--- src/rtl/id_stage_pipe.sv ---
// id_stage_pipe: registered instruction-decode stage.
// Splits each accepted instruction into opcode/register/immediate fields and
// attaches a 2-bit branch prediction from a per-PC history table that the
// execute stage trains through the update port.
module id_stage_pipe #(
  parameter int INSTR_W   = 19,
  parameter int OPC_W     = 5,
  parameter int REG_W     = 3,
  parameter int IMM_W     = 15,
  parameter int PC_W      = 16,
  parameter int BHT_DEPTH = 16
) (
  input  logic               clk,
  input  logic               rst,
  input  logic               in_valid,
  output logic               in_ready,
  input  logic [INSTR_W-1:0] instruction,
  input  logic [PC_W-1:0]    pc,
  input  logic               flush,
  output logic               out_valid,
  input  logic               out_ready,
  output logic [OPC_W-1:0]   opcode,
  output logic [REG_W-1:0]   rd,
  output logic [REG_W-1:0]   rs1,
  output logic [REG_W-1:0]   rs2,
  output logic [IMM_W-1:0]   immediate,
  output logic [PC_W-1:0]    pc_out,
  output logic               is_branch,
  output logic [1:0]         prediction,
  output logic               pred_taken,
  input  logic               upd_valid,
  input  logic [PC_W-1:0]    upd_pc,
  input  logic               upd_taken
);

  localparam int IDX_W   = $clog2(BHT_DEPTH);
  localparam int RD_MSB  = INSTR_W - OPC_W - 1;
  localparam int RS1_MSB = RD_MSB - REG_W;
  localparam int RS2_MSB = RS1_MSB - REG_W;

  localparam logic [OPC_W-1:0] OPC_BR_A = OPC_W'(5'b01010);
  localparam logic [OPC_W-1:0] OPC_BR_B = OPC_W'(5'b01011);
  localparam logic [OPC_W-1:0] OPC_BR_C = OPC_W'(5'b01100);

  // Output bundle registers and their next-state values.
  logic               valid_q,     valid_d;
  logic [OPC_W-1:0]   opcode_q,    opcode_d;
  logic [REG_W-1:0]   rd_q,        rd_d;
  logic [REG_W-1:0]   rs1_q,       rs1_d;
  logic [REG_W-1:0]   rs2_q,       rs2_d;
  logic [IMM_W-1:0]   imm_q,       imm_d;
  logic [PC_W-1:0]    pc_q,        pc_d;
  logic               is_branch_q, is_branch_d;
  logic [1:0]         pred_q,      pred_d;

  // Branch history table: one saturating 2-bit counter per index.
  logic [1:0]         bht_q [BHT_DEPTH];

  logic [IDX_W-1:0]   look_idx;
  logic [IDX_W-1:0]   upd_idx;
  logic [1:0]         upd_cnt;
  logic [1:0]         upd_next;
  logic [1:0]         look_cnt;
  logic [OPC_W-1:0]   dec_opcode;
  logic               dec_is_branch;
  logic               accept;

  // Only the low PC bits index the table; the rest alias by design.
  logic               upd_pc_unused;
  assign upd_pc_unused = ^upd_pc[PC_W-1:IDX_W];

  assign look_idx      = pc[IDX_W-1:0];
  assign upd_idx       = upd_pc[IDX_W-1:0];
  assign in_ready      = ~valid_q | out_ready;
  assign accept        = in_valid & in_ready & ~flush;
  assign dec_opcode    = instruction[INSTR_W-1 -: OPC_W];
  assign dec_is_branch = (dec_opcode == OPC_BR_A) || (dec_opcode == OPC_BR_B) ||
                         (dec_opcode == OPC_BR_C);

  // Saturating step of the counter being trained, and lookup with same-cycle bypass.
  always_comb begin
    // NOTE: every variable assigned here gets a value on every path first, so no latch is inferred.
    upd_cnt  = bht_q[upd_idx];
    upd_next = upd_cnt;
    if (upd_taken && (upd_cnt != 2'b11)) begin
      upd_next = upd_cnt + 2'b01;
    end else if (!upd_taken && (upd_cnt != 2'b00)) begin
      upd_next = upd_cnt - 2'b01;
    end
    look_cnt = (upd_valid && (upd_idx == look_idx)) ? upd_next : bht_q[look_idx];
  end

  // Next bundle: flush kills, accept loads, a consumed bundle drains, otherwise hold.
  always_comb begin
    valid_d     = valid_q;
    opcode_d    = opcode_q;
    rd_d        = rd_q;
    rs1_d       = rs1_q;
    rs2_d       = rs2_q;
    imm_d       = imm_q;
    pc_d        = pc_q;
    is_branch_d = is_branch_q;
    pred_d      = pred_q;
    if (flush) begin
      valid_d = 1'b0;
    end else if (accept) begin
      valid_d     = 1'b1;
      opcode_d    = dec_opcode;
      rd_d        = instruction[RD_MSB  -: REG_W];
      rs1_d       = instruction[RS1_MSB -: REG_W];
      rs2_d       = instruction[RS2_MSB -: REG_W];
      imm_d       = instruction[IMM_W-1:0];
      pc_d        = pc;
      is_branch_d = dec_is_branch;
      pred_d      = dec_is_branch ? look_cnt : 2'b00;
    end else if (out_ready) begin
      valid_d = 1'b0;
    end
  end

  // Output bundle register with synchronous reset.
  always_ff @(posedge clk) begin
    // NOTE: state is written with non-blocking assignments so every flop samples pre-edge values.
    if (rst) begin
      valid_q     <= 1'b0;
      opcode_q    <= '0;
      rd_q        <= '0;
      rs1_q       <= '0;
      rs2_q       <= '0;
      imm_q       <= '0;
      pc_q        <= '0;
      is_branch_q <= 1'b0;
      pred_q      <= 2'b00;
    end else begin
      valid_q     <= valid_d;
      opcode_q    <= opcode_d;
      rd_q        <= rd_d;
      rs1_q       <= rs1_d;
      rs2_q       <= rs2_d;
      imm_q       <= imm_d;
      pc_q        <= pc_d;
      is_branch_q <= is_branch_d;
      pred_q      <= pred_d;
    end
  end

  // History table training; reset wins, so an update in the reset cycle is lost.
  always_ff @(posedge clk) begin
    if (rst) begin
      // NOTE: every entry is reset to weakly-taken, which keeps the table in resettable flops rather than a RAM.
      for (int i = 0; i < BHT_DEPTH; i++) begin
        bht_q[i] <= 2'b10;
      end
    end else if (upd_valid) begin
      bht_q[upd_idx] <= upd_next;
    end
  end

  assign out_valid  = valid_q;
  assign opcode     = opcode_q;
  assign rd         = rd_q;
  assign rs1        = rs1_q;
  assign rs2        = rs2_q;
  assign immediate  = imm_q;
  assign pc_out     = pc_q;
  assign is_branch  = is_branch_q;
  assign prediction = pred_q;
  assign pred_taken = is_branch_q & pred_q[1];

endmodule

--- config.mk ---
export PLATFORM = sky130hd
export DESIGN_NAME = id_stage_pipe
export DESIGN_NICKNAME = d
export VERILOG_FILES = /design/src/rtl/id_stage_pipe.sv
export SDC_FILE = /design/constraint.sdc
export NUM_CORES = 1
export LEC_CHECK = 0
export BUFFER_PORTS_ARGS = -buffer_cell sky130_fd_sc_hd__buf_2
export CELL_PAD_IN_SITES_DETAIL_PLACEMENT = 0
export CELL_PAD_IN_SITES_GLOBAL_PLACEMENT = 1
export CORE_MARGIN = 5
export CORE_UTILIZATION = 43
export CTS_BUF_LIST = sky130_fd_sc_hd__clkbuf_8
export DETAILED_ROUTE_END_ITERATION = 6
export PLACE_DENSITY = 0.94
export SLEW_MARGIN = 5
export SYNTH_ARGS = -nofsm -noshare
export SYNTH_HDL_FRONTEND = slang
export SYNTH_SLANG_ARGS = --single-unit
--- constraint.sdc ---
create_clock -name clk -period 6.7 [get_ports clk]
set_input_delay 0.67 -clock clk [delete_from_list [all_inputs] [get_ports clk]]
set_output_delay 0.67 -clock clk [all_outputs]
set_load 0.01 [all_outputs]
==> metrics.md <==
| Metric | Value |
|---|---|
| Status | complete, no violations |
| Max Freq | slightly above 300 MHz |
| Most common cell in the synthesized netlist | nand2_1 |
| Synth Cell Area | 3530 um2 |
| Critical Path Fanout Max | 17 |
| Root cell of the clock tree | clkbuf_8 |
| Chip width | about 100 um |
| Adder-Cell Fraction of Synth Area | less than 1% |
| Largest family of logic cells by synthesized area | simple AND/OR/NAND/NOR gates |
| Synth cell types | 36 |
| Min-Delay Endpoint | pc_out[1] |
| Reg-to-reg slack, setup | 3.72 ns |
| Initial core utilization | a little over two fifths |
| Worst Path Required | about 6.8 ns |
| Global-route wire length before repair | roughly 14000 um |
| Num CTS Buffers | 9 |
| Post-synth EDFFs | 32 |
| Multiplexer share of the synthesized area | approximately an eighth |
| Power consumption | between 0.9 and 1 mW |
| YS warnings | 0 |
| Rows | 33 |
| Relative slew slack | roughly a third |
| Detailed-route via count | 2847 |
| Max cap viols | 0 |
| DR vias/cell | between 5 and 6 |
| Number of global-route vias before repair | 2803 |
| Cells after Synth | 363 |
| Nets | approximately 500 |
| Final count of hold timing violations | 0 |
| Initial antenna violation count | 0 |
| Hold Buf Count CTS | 0 |
| DRC errors left | 0 |
| Worst-margin pin slew | about 1 ns |
| Yosys top cell area share | 27.2% |
| Postcts setup bufs | 0 |
| Wire per inst | 15.2 um |
| Area delta synth->final | 19.0% |
| Main area contributors after synthesis | edfxtp_1 (27%), dfxtp_1 (22%), nand2_1 (9.4%), mux4_2 (7.0%), a21oi_1 (5.1%) |
| CTS Sinks | a little over 70 |
| Element type at the critical path end | flop |
| RSZ-0062 raised after global routing | false |
| Worst-case reg-to-reg path depth | 8 |
| R2r startpoint | bht_q[5][0] |
| Commonest cells in the netlist | nand2_1 (88), dfxtp_1 (39), a21oi_1 (36) |
| Hpwl dp | 6050 um |
| Drt first pass iters | 4 |
| Syn_area_per_cell | 9.72 um2 |
| Fraction of the mapped netlist area in simple logic gates | a little under a quarter |
| TNS Setup | 0 ns |
| Min-delay src | pc_out[1] |
| Total GRT Usage | 17.1% |
| Layout Skew | between 0.01 and 0.015 ns |
| Hold Path Depth | 2 |
| Largest net degree at the start of global routing | 58 |
| Dominant cell type by area after synthesis | edfxtp_1 |
| FF+latch count, synth | between 70 and 80 |
| Period Utilization, post-route | 48.8% |
| Worst Path Class, Setup | in2reg |
| Routability cong. | approximately 0.8 |
| Area of the core | around 8000 um2 |
| Leakage power | ~1.7 nW |
| Max clock buf depth | 2 |
| Syn nets | ~420 |
| Hold Crit Class | reg2reg |
| Critical path arrival | between 3 and 4 ns |
| Compound-Gate Fraction of Synth Area | approximately 7.3% |
| Maximum vdd drop | 122 uV |
| Skew-Pair Late Insertion Delay | ~0.34 ns |
| CTS tree | built |
| PwrDens | 233 nW/um2 |
| Xor-xnor portion of the synthesized cell area | 1.77% |
| Initial drt markers | between 200 and 300 |
| Routed Wire Length | 8350 um |
| GRT overflow | 0 |
| Die area | approximately 10000 um2 |
| Worst setup SP type | input port |
| Top_reg_cell synth | dfxtp_1 |
| Post-CTS sizing | 0 |
| Port Buf Inserts | 96 |
| H-tree Lvls | 3 |
| Clk slew on worst S/H paths | ~0.08 ns |
| Ys async rst share | 0% |
| Layout cell share with drive strength beyond 1 | roughly 30% |
| R2r endpoint | bht_q[14][0] |
| I/O pins | 109 |
| Final Critical Period | ~3.3 ns |
| Setup violations, final | 0 |
| # diodes | 0 |
| Sequential area share after synthesis | about 50% |
| Die Ht | between 100 and 150 um |
| Max-slew violation count | 0 |
| Routed Antenna Nets | 0 |
[layout by cell type (no fill, tap or decap), types with 2 or more instances in the layout]
cell / instances
a21oi_1: 36
a22oi_1: 4
and2_1: 3
buf_2: 96
buf_4: 3
bufinv_16: 2
clkbuf_8: 9
dfxtp_1: 39
edfxtp_1: 32
ha_1: 2
inv_1: 7
inv_4: 2
mux2i_1: 8
mux4_1: 4
mux4_2: 11
nand2_1: 88
nand2b_1: 17
nand3_1: 14
nand3b_1: 2
nand4_1: 3
nor2_1: 23
nor2b_1: 9
nor3_1: 5
nor3b_1: 2
nor4_1: 2
o21ai_0: 3
or2_2: 4
xor2_1: 3
[metal layers]
layer	vias up	track usage, %	wire length [um]
met3	12	3.53	620
met2	92	29.4	4300
met5	-	0	0
li1	1394	-	-
met4	0	5.60	119
met1	1349	21.3	3310
[worst max-delay path, cell delays in order]
cell and delay (ns):
buf_2 0.28, mux4_1 0.60, mux4_2 0.58, ha_1 0.27, and2_1 0.18, nor2_1 0.27
xnor2_4 0.29, inv_1 0.07, and2_1 0.17
[layout make-up]
| type | instances | area, um2 |
|---|---|---|
| Fill cell | 754 | 3890 |
| Sequential cell | 71 | 1740 |
| Timing Repair Buffer | 99 | 503 |
| Tap cell | 105 | 131 |
| Multi-Input combinational cell | 252 | 1590 |
| Inverter | 5 | 18.8 |
| Clock buffer | 9 | 124 |
| Clock inverter | 7 | 88.8 |
[stage by stage]
step                util (%)  worst slack (ns)  hold slack (ns)  instances  instance area [um2]
CTS                     51.9              3.41            0.454        548                 4200
global route            51.9              3.30            0.469        548                 4200
detailed placement      49.3              3.03            0.443        532                 3990
finish                  51.9              3.43            0.452        548                 4200
global placement        49.3              3.11            0.439        532                 3990
floorplan                  -              3.21            0.481        363                 3530
[logic make-up after synthesis]
kind of cell    after synthesis
fa+ha+maj                     2
flops                        71
mux                          23
xor+xnor                      5
compound gates               47
simple gates                175
buf+inv                      40
[power breakdown]
group / switching (mW) / total, mW / internal [mW]
combinational: 0.0796 / 0.133 / 0.0536
clock: 0.164 / 0.372 / 0.208
sequential: 0.00755 / 0.474 / 0.467
total: 0.251 / 0.980 / 0.728
[state kept, by name, indices dropped and copies added (netlist names)]
| signal | count |
|---|---|
| pc_out | 16 |
| bht_q | 32 |
| immediate | 8 |
| out_valid | 1 |
| is_branch | 1 |
| opcode | 5 |
| rs1 | 2 |
| rd | 2 |
| prediction | 2 |
| rs2 | 2 |
[how the worst max path moves through the flow]
stage	to	slack (ns)	start
final	bht_q[14][0]	3.43	upd_pc[1]
after global placement	bht_q[14][0]	3.11	upd_pc[1]
after detailed placement	bht_q[14][0]	3.03	upd_pc[1]
after floorplan	bht_q[6][1]	3.21	upd_pc[1]
after global routing	bht_q[14][0]	3.30	upd_pc[1]
after CTS	bht_q[14][0]	3.41	upd_pc[1]
(Power assumes the default switching activity.)
